### config.mk
export PLATFORM = sky130hd
export DESIGN_NAME = oled_frame_streamer
export DESIGN_NICKNAME = d
export VERILOG_FILES = /design/src/rtl/oled_frame_streamer.sv
export SDC_FILE = /design/constraint.sdc
export NUM_CORES = 1
export LEC_CHECK = 0
export CELL_PAD_IN_SITES_DETAIL_PLACEMENT = 1
export CELL_PAD_IN_SITES_GLOBAL_PLACEMENT = 2
export CORE_MARGIN = 2
export CORE_UTILIZATION = 37
export CTS_BUF_LIST = sky130_fd_sc_hd__clkbuf_8
export DETAILED_ROUTE_END_ITERATION = 7
export GPL_TIMING_DRIVEN = 0
export PLACE_DENSITY_LB_ADDON = 0.15
export SKIP_CTS_REPAIR_TIMING = 1
export SLEW_MARGIN = 25
export SYNTH_ARGS = -nofsm -noshare
export SYNTH_HDL_FRONTEND = slang
export SYNTH_SLANG_ARGS = --single-unit
### constraint.sdc
create_clock -name clk -period 4.05 [get_ports clk]
set_input_delay 0.81 -clock clk [delete_from_list [all_inputs] [get_ports clk]]
set_output_delay 0.81 -clock clk [all_outputs]
set_load 0.01 [all_outputs]
### src/rtl/oled_frame_streamer.sv
// Raster-scans a WIDTH x HEIGHT RGB565 panel, fetching each pixel from the
// combinational screen generator and shifting it out MSB-first over mode-0 SPI.
module oled_frame_streamer #(
    parameter int WIDTH   = 96,
    parameter int HEIGHT  = 64,
    parameter int CLK_DIV = 4
) (
    input  logic        clk,
    input  logic        rst_n,
    input  logic        frame_start,
    input  logic [15:0] oled_data,
    output logic [6:0]  x,
    output logic [5:0]  y,
    output logic        busy,
    output logic        frame_done,
    output logic        spi_sclk,
    output logic        spi_mosi,
    output logic        spi_cs_n,
    output logic        spi_dc
);

    localparam int            DW       = (CLK_DIV > 1) ? $clog2(CLK_DIV) : 1;
    localparam logic [DW-1:0] DIV_LAST = DW'(CLK_DIV - 1);
    localparam logic [6:0]    X_LAST   = 7'(WIDTH - 1);
    localparam logic [5:0]    Y_LAST   = 6'(HEIGHT - 1);

    typedef enum logic [1:0] {IDLE, LOAD, SHIFT, DONE} state_t;

    state_t        state_q, state_d;
    logic [6:0]    x_q, x_d;
    logic [5:0]    y_q, y_d;
    logic [15:0]   shift_q, shift_d;
    logic [3:0]    bit_q, bit_d;
    logic [DW-1:0] div_q, div_d;
    logic          hi_q, hi_d;

    always_ff @(posedge clk or negedge rst_n) begin
        if (!rst_n) begin
            state_q <= IDLE;
            x_q     <= '0;
            y_q     <= '0;
            shift_q <= '0;
            bit_q   <= '0;
            div_q   <= '0;
            hi_q    <= 1'b0;
        end else begin
            state_q <= state_d;
            x_q     <= x_d;
            y_q     <= y_d;
            shift_q <= shift_d;
            bit_q   <= bit_d;
            div_q   <= div_d;
            hi_q    <= hi_d;
        end
    end

    always_comb begin
        state_d = state_q;
        x_d     = x_q;
        y_d     = y_q;
        shift_d = shift_q;
        bit_d   = bit_q;
        div_d   = div_q;
        hi_d    = hi_q;
        case (state_q)
            IDLE: begin
                if (frame_start) begin
                    state_d = LOAD;
                end
            end
            LOAD: begin
                shift_d = oled_data;
                bit_d   = '0;
                div_d   = '0;
                hi_d    = 1'b0;
                state_d = SHIFT;
            end
            SHIFT: begin
                if (div_q == DIV_LAST) begin
                    div_d = '0;
                    if (!hi_q) begin
                        hi_d = 1'b1;
                    end else begin
                        // End of a high half: shift, and after bit 0 advance the raster.
                        hi_d    = 1'b0;
                        shift_d = {shift_q[14:0], 1'b0};
                        if (bit_q == 4'd15) begin
                            bit_d = '0;
                            if (x_q != X_LAST) begin
                                x_d     = x_q + 7'd1;
                                state_d = LOAD;
                            end else if (y_q != Y_LAST) begin
                                x_d     = '0;
                                y_d     = y_q + 6'd1;
                                state_d = LOAD;
                            end else begin
                                state_d = DONE;
                            end
                        end else begin
                            bit_d = bit_q + 4'd1;
                        end
                    end
                end else begin
                    div_d = div_q + DW'(1);
                end
            end
            DONE: begin
                x_d     = '0;
                y_d     = '0;
                state_d = IDLE;
            end
            default: state_d = IDLE;
        endcase
    end

    assign x          = x_q;
    assign y          = y_q;
    assign busy       = (state_q != IDLE);
    assign frame_done = (state_q == DONE);
    assign spi_cs_n   = !((state_q == LOAD) || (state_q == SHIFT));
    assign spi_dc     = !spi_cs_n;
    assign spi_sclk   = (state_q == SHIFT) && hi_q;
    assign spi_mosi   = shift_q[15];

endmodule

Word level (Yosys, flattened, before mapping)
Index checks and enable logic that the tools add are counted.
{"block": "word_totals", "reg_bits": 38, "out_inout_bits": 19, "latch_bits": 0, "mem_count": 0, "romBits": 0, "ramBits": 0}
{"block": "op_classes", "n_bitwise": 0, "n_eq_ne": 14, "muxes": 31, "div_mod_pow": 0, "n_reduce_logical": 12, "magnitude_cmp": 0, "shift": 0, "add_sub_neg": 4, "multipliers": 0}
{"cell": "two-way mux 7 bit", "count": 5}
{"cell": "two-way mux 16 bit", "count": 2}
{"cell": "one-hot mux 16 bit (2 select lines)", "count": 1}
{"cell": "two-way mux 6 bit", "count": 5}
{"cell": "two-way mux 2 bit", "count": 7}
{"cell": "one-hot mux 7 bit (2 select lines)", "count": 1}
{"cell": "two-way mux 4 bit", "count": 3}
{"cell": "!= test 2 bit (second input constant)", "count": 6}
{"cell": "one-hot mux 6 bit (2 select lines)", "count": 1}
{"cell": "one-hot mux 2 bit (4 select lines)", "count": 1}
{"cell": "one-hot mux 4 bit (2 select lines)", "count": 1}
{"cell": "adder 7 x 1 -> 7 bit (second input constant)", "count": 1}
{"cell": "!= test 7 bit (second input constant)", "count": 1}
{"cell": "adder 6 x 1 -> 6 bit (second input constant)", "count": 1}
{"cell": "equality test 2 bit (second input constant)", "count": 3}
{"cell": "!= test 6 bit (second input constant)", "count": 1}
{"cell": "AND reduction 6 bit", "count": 1}
{"cell": "nonzero test 2 bit", "count": 3}
{"cell": "AND reduction 5 bit", "count": 1}
{"cell": "adder 4 x 1 -> 4 bit (second input constant)", "count": 1}
{"cell": "equality test 4 bit (second input constant)", "count": 1}
{"cell": "one-hot mux 2 bit (2 select lines)", "count": 1}
{"cell": "AND reduction 4 bit", "count": 1}
{"cell": "!= test 3 bit (second input constant)", "count": 1}
{"cell": "10 further kinds", "count": 11}

Logic depth before layout (Yosys ltp)
Gate-level depths: netlist (run 1).
{"block": "depth", "word_depth": 7, "depth_mapped": 7, "depth_no_buf": 6}

Least setup slack after synthesis (run 1)
Ideal clock, no wire load.
{"block": "synth_path", "kind": "reg-to-output", "start": "reg state_q[0]", "end": "out spi_sclk", "required_time_ps": 3240, "stages_incl_launch_ff": 6, "t_arrival_ps": 1347, "slack_ps": 1893, "cell_sequence": "dfrtp_1 > inv_1 > ha_1 > buf_2 > buf_1 > and2_1"}
{"block": "synth_via", "elab_chain_len": 2}
{"element": "from (decl)", "line_no": "29", "source": "state_t state_q, state_d;"}
{"element": "from (signal assigned)", "line_no": "47", "source": "state_q <= state_d;"}
{"element": "equality test 2 bit", "line_no": "122", "source": "assign spi_sclk = (state_q == SHIFT) && hi_q;"}
{"element": "logical AND 1 bit", "line_no": "122"}
{"element": "to (decl)", "line_no": "16", "source": "output logic spi_sclk,"}
No other way between the ends.

Worst setup path in the final report (run 1)
Same ends and word-level chain as after synthesis.

==> out/metrics.cfg, run 1 <==
[power_and_ir_drop]
netSwitchingPower_w = 0.000594
p_int_w = 0.00101
max-vdd-ir-drop_mv = 0.281
p_sw_frac = 0.370
power_frac_seq = 0.340
leakagePower_nw = 1.18
p_per_area_nw_per_um2 = 592
power_frac_comb = 0.416
pwr-share-clk = 0.245

[clock_tree]
tritoncts = built
htreeDepth = 2
cts_made_buffers = 5
cts_sinks = 38
clockBufferDepth = 2
clkLatencyLatePin_ns = 0.29
clk_pin_slew_ns = 0.08
cts_root_buf = clkbuf_8

[cells_and_area]
areaGrowthSynthToFinish_pct = 29.7
final_cell_mix = 38 x dfrtp_1, 36 x clkdlybuf4s50_1, 25 x o21ai_0
drive_gt1_frac = 0.115
num_antenna_cells = 0
finalNonFillerCells = 324
final_common_cell = dfrtp_1
final_nets = 279
fill_cells = 627

[place]
place_hpwl_mm = 3.59
io_buffers = 37
place_congestion = 0.712
place_inst = 316

[setup_path]
crit_slowest_cell = clkdlybuf4s50_1
max_stage_delay_ns = 0.53
cp_num_cells = 6
cp-start-kind = flip-flop
r2r_end = shift_q[6]
critPathRequiredTime_ns = 3.24
worst-path-buf-inv = 4
rrSetupSlack_ns = 1.90
reg2reg_depth = 6
critPathKind = reg2out
rr_startpoint = state_q[1]
crit_family = buffers and inverters
crit_arrival_ns = 2.45
end_kind = primary output
crit_fanout = 10
crit_chain = inv_1 -> ha_1 -> buf_2 -> buf_1 -> and2_1 -> clkdlybuf4s50_1

[global_route]
grt-ovfl-total = 0
antenna_found_initial = 0
grt_max_degree = 22
grt_pass1_wl_mm = 8.63
grt_pass1_vias = 1852
grt_usage = 0.173

[die]
design.core.area_um2 = 5470
dieWidth_um = 79.2
num_io_pins = 38
dieArea_um2 = 6270
fp.dieH_um = 79.2
rows = 27
start_util = 0.382

[detailed_routing]
dr_total_vias = 1723
antenna_left = 0
first_iter_violations = 70
wirelength_mm = 5.02
viasPerCell = 5.32
drc = 0
first_pass_iters = 4
wl_per_cell_um = 15.5

[sta]
timing.slew.headroom = 0.540
period_minus_slack_ns = 3.26
finClkSkew_ns = 0.00828
finalSetupTns_ns = 0
slew_violations = 0
worst_slew_pin_slew_ns = 0.687
hold_violations = 0
fmax_ghz = 0.307
grt_setup_unrepaired = false
setup_viol = 0
fin_crit_sh = 0.805

[outcome]
status = complete, no violations

[synth]
syn-num-nets = 234
synth_seq_cells = 38
async_flop_share = 1.00
synth_area_per_cell_um2 = 10.2
synth_edf_count = 0
synth.distinct_cells = 48
ys.flop_type = dfrtp_1
syn_area_um2 = 2090
syn_inst = 206
yosysWarnings = 0
ys_seq_area_frac = 0.455

[min_path]
holdCritPathClass = in2async

[flow_run]
drv_cap = 0

Yosys cell counts, types with 3 or more instances:
cell	count	area share
dfrtp_1	38	0.45
o21ai_0	25	0.060
nand2_1	20	0.036
mux2i_1	17	0.081
ha_1	9	0.054
inv_1	9	0.016
a31oi_1	8	0.024
and3_1	6	0.018
nand3_1	6	0.014
a21oi_1	5	0.012
nor2_1	5	0.0090
a22o_1	4	0.017
buf_2	4	0.0096
nor2b_1	4	0.012
clkbuf_1	3	0.0054
nand2b_1	3	0.0090
o31ai_1	3	0.011
layer usage:
layer  global-route usage  routed length (µm)  share of wire  vias up
li1                     -                   -              -      841
met1                0.223                2400           0.48      847
met2                0.300                2430           0.48       31
met3               0.0398                 160          0.032        4
met4               0.0310                  35         0.0070        0
met5                    0                   0              0        -
layout make-up:
cell class              count  area [µm²]  share of cell area
multi-input cells         151        1070               0.395
flip-flops and latches     38         951               0.351
repair buffers             38         393               0.145
well taps                  72        90.1              0.0332
clock buffers               5        68.8              0.0254
clock inverters             3        68.8              0.0254
plain buffers               8        35.0              0.0129
inverters                   9        33.8              0.0125
cell families after synthesis:
logic type / Yosys count / share of synthesized area
simple gates: 62 / 0.174
compound gates: 60 / 0.188
flops: 38 / 0.455
mux: 19 / 0.0921
buf+inv: 17 / 0.0329
fa+ha+maj: 9 / 0.0538
xor+xnor: 1 / 0.00419
stage by stage:
step,utilization,area (µm²),hold WS (ns),power (W),worst slack (ns)
after floorplan,-,2090,0.450,0.000983,1.89
after global placement,0.466,2550,0.466,0.00121,1.11
after detailed placement,0.471,2570,0.475,0.00123,1.12
after CTS,0.496,2710,0.484,0.00163,0.765
after global routing,0.496,2710,0.495,0.00172,0.613
final,0.496,2710,0.470,0.00161,0.788
state kept, by name (all words and copies together) (netlist names):
signal	cells
state_q	2
div_q	2
x	7
bit_q	4
hi_q	1
y	6
shift_q	16
worst max-delay path by stage:
stage / from / endpoint
final: state_q[0] / spi_sclk
after floorplan: state_q[0] / spi_sclk
after detailed placement: state_q[0] / spi_sclk
after global placement: rst_n / shift_q[12]
after global routing: state_q[0] / spi_sclk
after CTS: state_q[0] / spi_sclk
power by group through the flow:
stage                     combinational (W)  sequential [W]  clock [W]
after detailed placement           0.000677        0.000552          0
final                              0.000668        0.000545   0.000393
after global placement             0.000658        0.000549          0
after floorplan                    0.000449        0.000535          0
after CTS                          0.000682        0.000546   0.000402
after global routing               0.000748        0.000560   0.000416
(Power assumes the default switching activity.)
==> run 2, diff against run 1 <==
CORE_UTILIZATION = 31   (was 37)
clock period = 2.85 ns   (was 4.05 ns; I/O delays follow)
==> out/metrics.cfg, run 2 (synthesis gave the netlist of run 1 again) <==
[setup_path]
end_kind = primary output  ; unchanged
cp-start-kind = flip-flop  ; unchanged
rr_startpoint = state_q[0]  ; was state_q[1]
crit_arrival_ns = 2.13  ; was 2.45 ns
crit_fanout = 19  ; was 10
critPathLaunch = state_q[0]  ; unchanged
critPathRequiredTime_ns = 2.28  ; was 3.24 ns
reg2reg_depth = 7  ; was 6
critPathKind = reg2out  ; unchanged
rrSetupSlack_ns = 0.64  ; was 1.90 ns
r2r_end = x[1]  ; was shift_q[6]

[power_and_ir_drop]
p_per_area_nw_per_um2 = 811  ; was 592 nW/µm²
leakagePower_nw = 1.17  ; was 1.18 nW
max-vdd-ir-drop_mv = 0.360  ; was 0.281 mV
p_total_w = 0.00218  ; was 0.00161 W

[die]
fp.dieH_um = 86.2  ; was 79.2 µm
num_io_pins = 38  ; unchanged
design.core.area_um2 = 6420  ; was 5470 µm²
start_util = 0.326  ; was 0.382
rows = 29  ; was 27
dieWidth_um = 86.2  ; was 79.2 µm
dieArea_um2 = 7420  ; was 6270 µm²

[cells_and_area]
utilization = 0.419  ; was 0.496
final_nets = 278  ; was 279
final_common_cell = dfrtp_1  ; unchanged
final_cell_mix = 38 x dfrtp_1, 36 x clkdlybuf4s50_1, 25 x o21ai_0  ; unchanged
largest_reg_flops = 16  ; unchanged
num_antenna_cells = 0  ; unchanged
areaGrowthSynthToFinish_pct = 28.6  ; was 29.7%
fill_cells = 722  ; was 627
drive_gt1_frac = 0.112  ; was 0.115
largest_register = shift_q  ; unchanged

[clock_tree]
cts_sinks = 38  ; unchanged
tritoncts = built  ; unchanged
clockBufferDepth = 2  ; unchanged
htreeDepth = 2  ; unchanged
clk_pin_slew_ns = 0.08  ; about the same
cts_made_buffers = 5  ; unchanged
cts_root_buf = clkbuf_8  ; unchanged
clkLatencyLatePin_ns = 0.29  ; about the same

[global_route]
grt_usage = 0.146  ; was 0.173
grt-ovfl-total = 0  ; unchanged
grt_pass1_vias = 1782  ; was 1,852
grt_pass1_wl_mm = 8.57  ; was 8.63 mm
antenna_found_initial = 0  ; unchanged
grt_max_degree = 21  ; was 22

[sta]
timing.slew.headroom = 0.620  ; was 0.540
whs_ns = 0.238  ; was 0.470 ns
fin_crit_sh = 0.947
setup_slack_ns = 0.152  ; was 0.788 ns
setup_viol = 0  ; unchanged
grt_setup_unrepaired = false  ; unchanged
hold_violations = 0  ; unchanged
slew_violations = 0  ; unchanged
worst_slew_pin_slew_ns = 0.567  ; was 0.687 ns
period_minus_slack_ns = 2.70
fmax_ghz = 0.371
finClkSkew_ns = 0.00573  ; was 0.00828 ns

[place]
place_congestion = 0.733  ; was 0.712
io_buffers = 37  ; unchanged
post-place-ws_ns = 0.121  ; was 1.12 ns
place_hpwl_mm = 3.73  ; was 3.59 mm

[detailed_routing]
dr_total_vias = 1721  ; was 1,723
wl_per_cell_um = 15.2  ; was 15.5 µm
wirelength_mm = 4.98  ; was 5.02 mm
antenna_left = 0  ; unchanged
first_pass_iters = 4  ; unchanged
viasPerCell = 5.26  ; was 5.32
first_iter_violations = 57  ; was 70
drc = 0  ; unchanged

[min_path]
holdCritPathClass = in2async  ; unchanged

[flow_run]
drv_cap = 0  ; unchanged

[outcome]
status = complete, no violations  ; unchanged

==> run 2: cell count changes in the layout (fill, tap and decap cells not counted) <==
cell       change
clkbuf_8       +1
bufinv_16      -1
buf_1          -1
clkinv_4       -1
==> run 2: through the flow <==
stage	instances	TNS, ns	cell area [µm²]
after floorplan	206	0	2090
after global placement	320	0	2560
after detailed placement	321	0	2580
after CTS	328	-0.206	2690
after global routing	327	0	2690
final	327	0	2690
==> run 2: worst max-delay path, cell delays in order, from the launching register on <==
cell	delay, ns
dfrtp_1	0.42
inv_1	0.14
ha_1	0.21
buf_2	0.34
and2_1	0.19
clkdlybuf4s50_1	0.54
==> run 2: per-layer routing <==
metal / share of wire / track usage
met1: 0.50 / 0.197
met2: 0.46 / 0.235
met3: 0.025 / 0.0298
met4: 0.011 / 0.0433
met5: 0 / 0
==> run 2: layout make-up <==
type	instances	area, µm²	area share
clock buffers	6	82.6	0.0307
repair buffers	38	393	0.146
clock inverters	1	30.0	0.0112
well taps	77	96.3	0.0358
inverters	9	33.8	0.0126
flip-flops and latches	38	951	0.353
multi-input cells	151	1070	0.399
plain buffers	7	31.3	0.0116
==> run 2: worst max path at each step <==
stage	end	slack (ns)	depth (start not counted)
after floorplan	spi_sclk	0.93	5
after global routing	spi_sclk	0.01	5
final	spi_sclk	0.15	5
after global placement	shift_q[4]	0.1	1
after CTS	spi_sclk	-0.21	6
after detailed placement	spi_sclk	0.12	6
==> run 2: power by group <==
| group | internal, W | total, W | switching, W |
|---|---|---|---|
| registers | 0.000683 | 0.000767 | 0.0000840 |
| clock network | 0.000280 | 0.000475 | 0.000195 |
| logic | 0.000401 | 0.000938 | 0.000537 |
| total | 0.00136 | 0.00218 | 0.000816 |
==> run 3, diff against run 2 <==
SLEW_MARGIN = 5   (was 25)
==> results of run 3 <==
Same layout as run 2: the final DEF is identical, and so are final timing and power.
==> variant, RTL diff (flow settings as in run 3) <==
Take the reset off `shift_q` and load it in a clocked block of its own.
--- a/src/rtl/oled_frame_streamer.sv
+++ b/src/rtl/oled_frame_streamer.sv
@@ -39,7 +39,6 @@
             state_q <= IDLE;
             x_q     <= '0;
             y_q     <= '0;
-            shift_q <= '0;
             bit_q   <= '0;
             div_q   <= '0;
             hi_q    <= 1'b0;
@@ -47,11 +46,14 @@
             state_q <= state_d;
             x_q     <= x_d;
             y_q     <= y_d;
-            shift_q <= shift_d;
             bit_q   <= bit_d;
             div_q   <= div_d;
             hi_q    <= hi_d;
         end
+    end
+
+    always_ff @(posedge clk) begin
+        shift_q <= shift_d;
     end
 
     always_comb begin
Behaviour: differs if rst_n is asserted again (counterexample within 4 cycles, from zero or initial values and one cycle with rst_n low); with rst_n held inactive, the same outputs for 10 cycles.
==> variant against run 3 <==
Clock skew rose by 0.00061 ns. Die area fell by 2.1%. Sequential cell count unchanged. Synthesized cell count fell by 15%. Power fell by 5.2%. Worst setup slack better by 0.069 ns. Final cell count down 9.2%. Non-clock buffer count down 3. Routed wire length decreased by 0.42%. Final area down 1.7%. Area after synthesis shrank 2.2%. Critical endpoint unchanged. Largest power group is now sequential cells.
==> variant: results (changes against run 3) <==
Synthesis
  • Synth cell types: 50 (was 48)
  • Post-synth EDFFs: 16 (was 0)
  • Syn Nets: 204 (was 234)
  • Top post-synthesis cells by area: dfrtp_1, edfxtp_1, mux2_2 (was dfrtp_1, mux2i_1, o21ai_0)
  • Synth cell count leaders: dfrtp_1, edfxtp_1, mux2_2 (was dfrtp_1, o21ai_0, nand2_1)
  • Async set-reset flop share out of synthesis: 57.9% (was 100%)
  • Sequential area share after synthesis: 50.4% (was 45.5%)

Status
  • Status: finished clean (unchanged)

Global routing
  • Largest net degree at the start of global routing: 23 (was 21)
  • Number of global-route vias before repair: 1660 (was 1782)
  • Total track usage: 14.7% (was 14.6%)
  • Initial antenna violation count: 0 (unchanged)
  • First-pass GRT wire length: 8.49 mm (was 8.57 mm)

Pwr
  • VDD IR max: 0.000414 V (was 0.000360 V)
  • Leakage: 1.07 nW (was 1.17 nW)

Critical path
  • FF-to-FF setup slack: 0.56 ns (was 0.64 ns)
  • Arr. time, crit path: 2.06 ns (was 2.13 ns)
  • RR Endpoint: bit_q[3]$_DFFE_PN0P_ (was x[1]$_DFFE_PN0P_)
  • Worst r2r path cells: 6 (was 7)

Layout
  • Nets: 247 (was 278)
  • Fraction of layout cells with a size suffix above 1: 19.1% (was 11.2%)
  • Largest Register: shift_q (unchanged)
  • Diodes inserted: 0 (unchanged)

Detailed routing
  • WL final: 4.96 mm (was 4.98 mm)
  • Initial DRC Count: 45 (was 57)
  • Routed vias/inst: 5.21 (was 5.26)

Placement
  • Final GP Congestion: 0.741 (was 0.733)
  • Post-DP Area: 0.00252 mm2 (was 0.00258 mm2)
  • Dpl hpwl: 3.57 mm (was 3.73 mm)
  • Setup WS pre-CTS: 0.331 ns (was 0.121 ns)

STA
  • Slew HR: 27.4% (was 62.0%)
  • Post-Route Skew: 0.00634 ns (was 0.00573 ns)

Worst hold path
  • Min-delay worst type: reg2reg (was in2async)

Clock tree
  • CTS Root Cell: clkbuf_8 (unchanged)
## variant: per-layer routing
metal	global-route usage (%)	up-vias	wire, um
li1	-	738	-
met1	19.2	770	2370
met2	24.2	33	2320
met3	3.60	5	220
met4	3.90	0	53
met5	0	-	0
## variant: cells by family (layout without fill, tap and decap cells)
kind of cell,Yosys count,in the layout,synth area share (%)
compound gates,38,38,12.3
xor+xnor,2,2,0.856
fa+ha+maj,9,9,5.50
buf+inv,15,59,3.42
flops,38,38,50.4
mux,19,19,10.5
simple gates,55,55,17.1
## variant: worst max-delay path by stage
| stage | from | end | slack [ns] | cells after the start |
|---|---|---|---|---|
| 6_report | state_q[0]$_DFFE_PN0P_ | spi_sclk | 0.22 | 5 |
| 5_1_grt | state_q[0]$_DFFE_PN0P_ | spi_sclk | 0.04 | 5 |
| 4_1_cts | state_q[0]$_DFFE_PN0P_ | spi_sclk | 0.002 | 6 |
| 3_5_place_dp | state_q[0]$_DFFE_PN0P_ | spi_sclk | 0.33 | 6 |
| 3_3_place_gp | state_q[0]$_DFFE_PN0P_ | bit_q[3]$_DFFE_PN0P_ | -0.50 | 6 |
| 2_1_floorplan | state_q[0]$_DFFE_PN0P_ | bit_q[3]$_DFFE_PN0P_ | 0.13 | 6 |
## variant: metrics by stage
| step | utilization (%) | power [mW] | TNS [ns] | cells | hold slack, ns |
|---|---|---|---|---|---|
| 5_1_grt | 41.4 | 2.21 | 0 | 297 | 0.547 |
| 2_1_floorplan | - | 1.27 | 0 | 176 | 0.274 |
| 4_1_cts | 41.5 | 2.11 | 0 | 298 | 0.508 |
| 3_3_place_gp | 39.4 | 1.52 | -4.98 | 290 | 0.496 |
| 3_5_place_dp | 39.4 | 1.56 | 0 | 290 | 0.495 |
| 6_report | 41.4 | 2.07 | 0 | 297 | 0.504 |
## variant: area by class of cell
type	count	area, um2
Fill cell	682	3740
Sequential cell	38	1030
Multi-Input combinational cell	123	950
Timing Repair Buffer	37	370
Tap cell	77	96.3
Clock buffer	5	68.8
Clock inverter	3	63.8
Inverter	9	33.8
Buffer	5	31.3
## variant: critical path: stages (launching register included)
cell             delay [ns]
dfrtp_1                0.42
inv_1                  0.13
ha_1                   0.26
buf_4                  0.28
and2_1                 0.15
clkdlybuf4s50_1        0.53
## variant: power by group
part | leakage (nW) | total, mW | switching (mW) | internal (mW)
Clock | 0.0658 | 0.543 | 0.197 | 0.347
Combinational | 0.552 | 0.756 | 0.417 | 0.338
Sequential | 0.451 | 0.768 | 0.0422 | 0.725
Total | 1.07 | 2.07 | 0.656 | 1.41
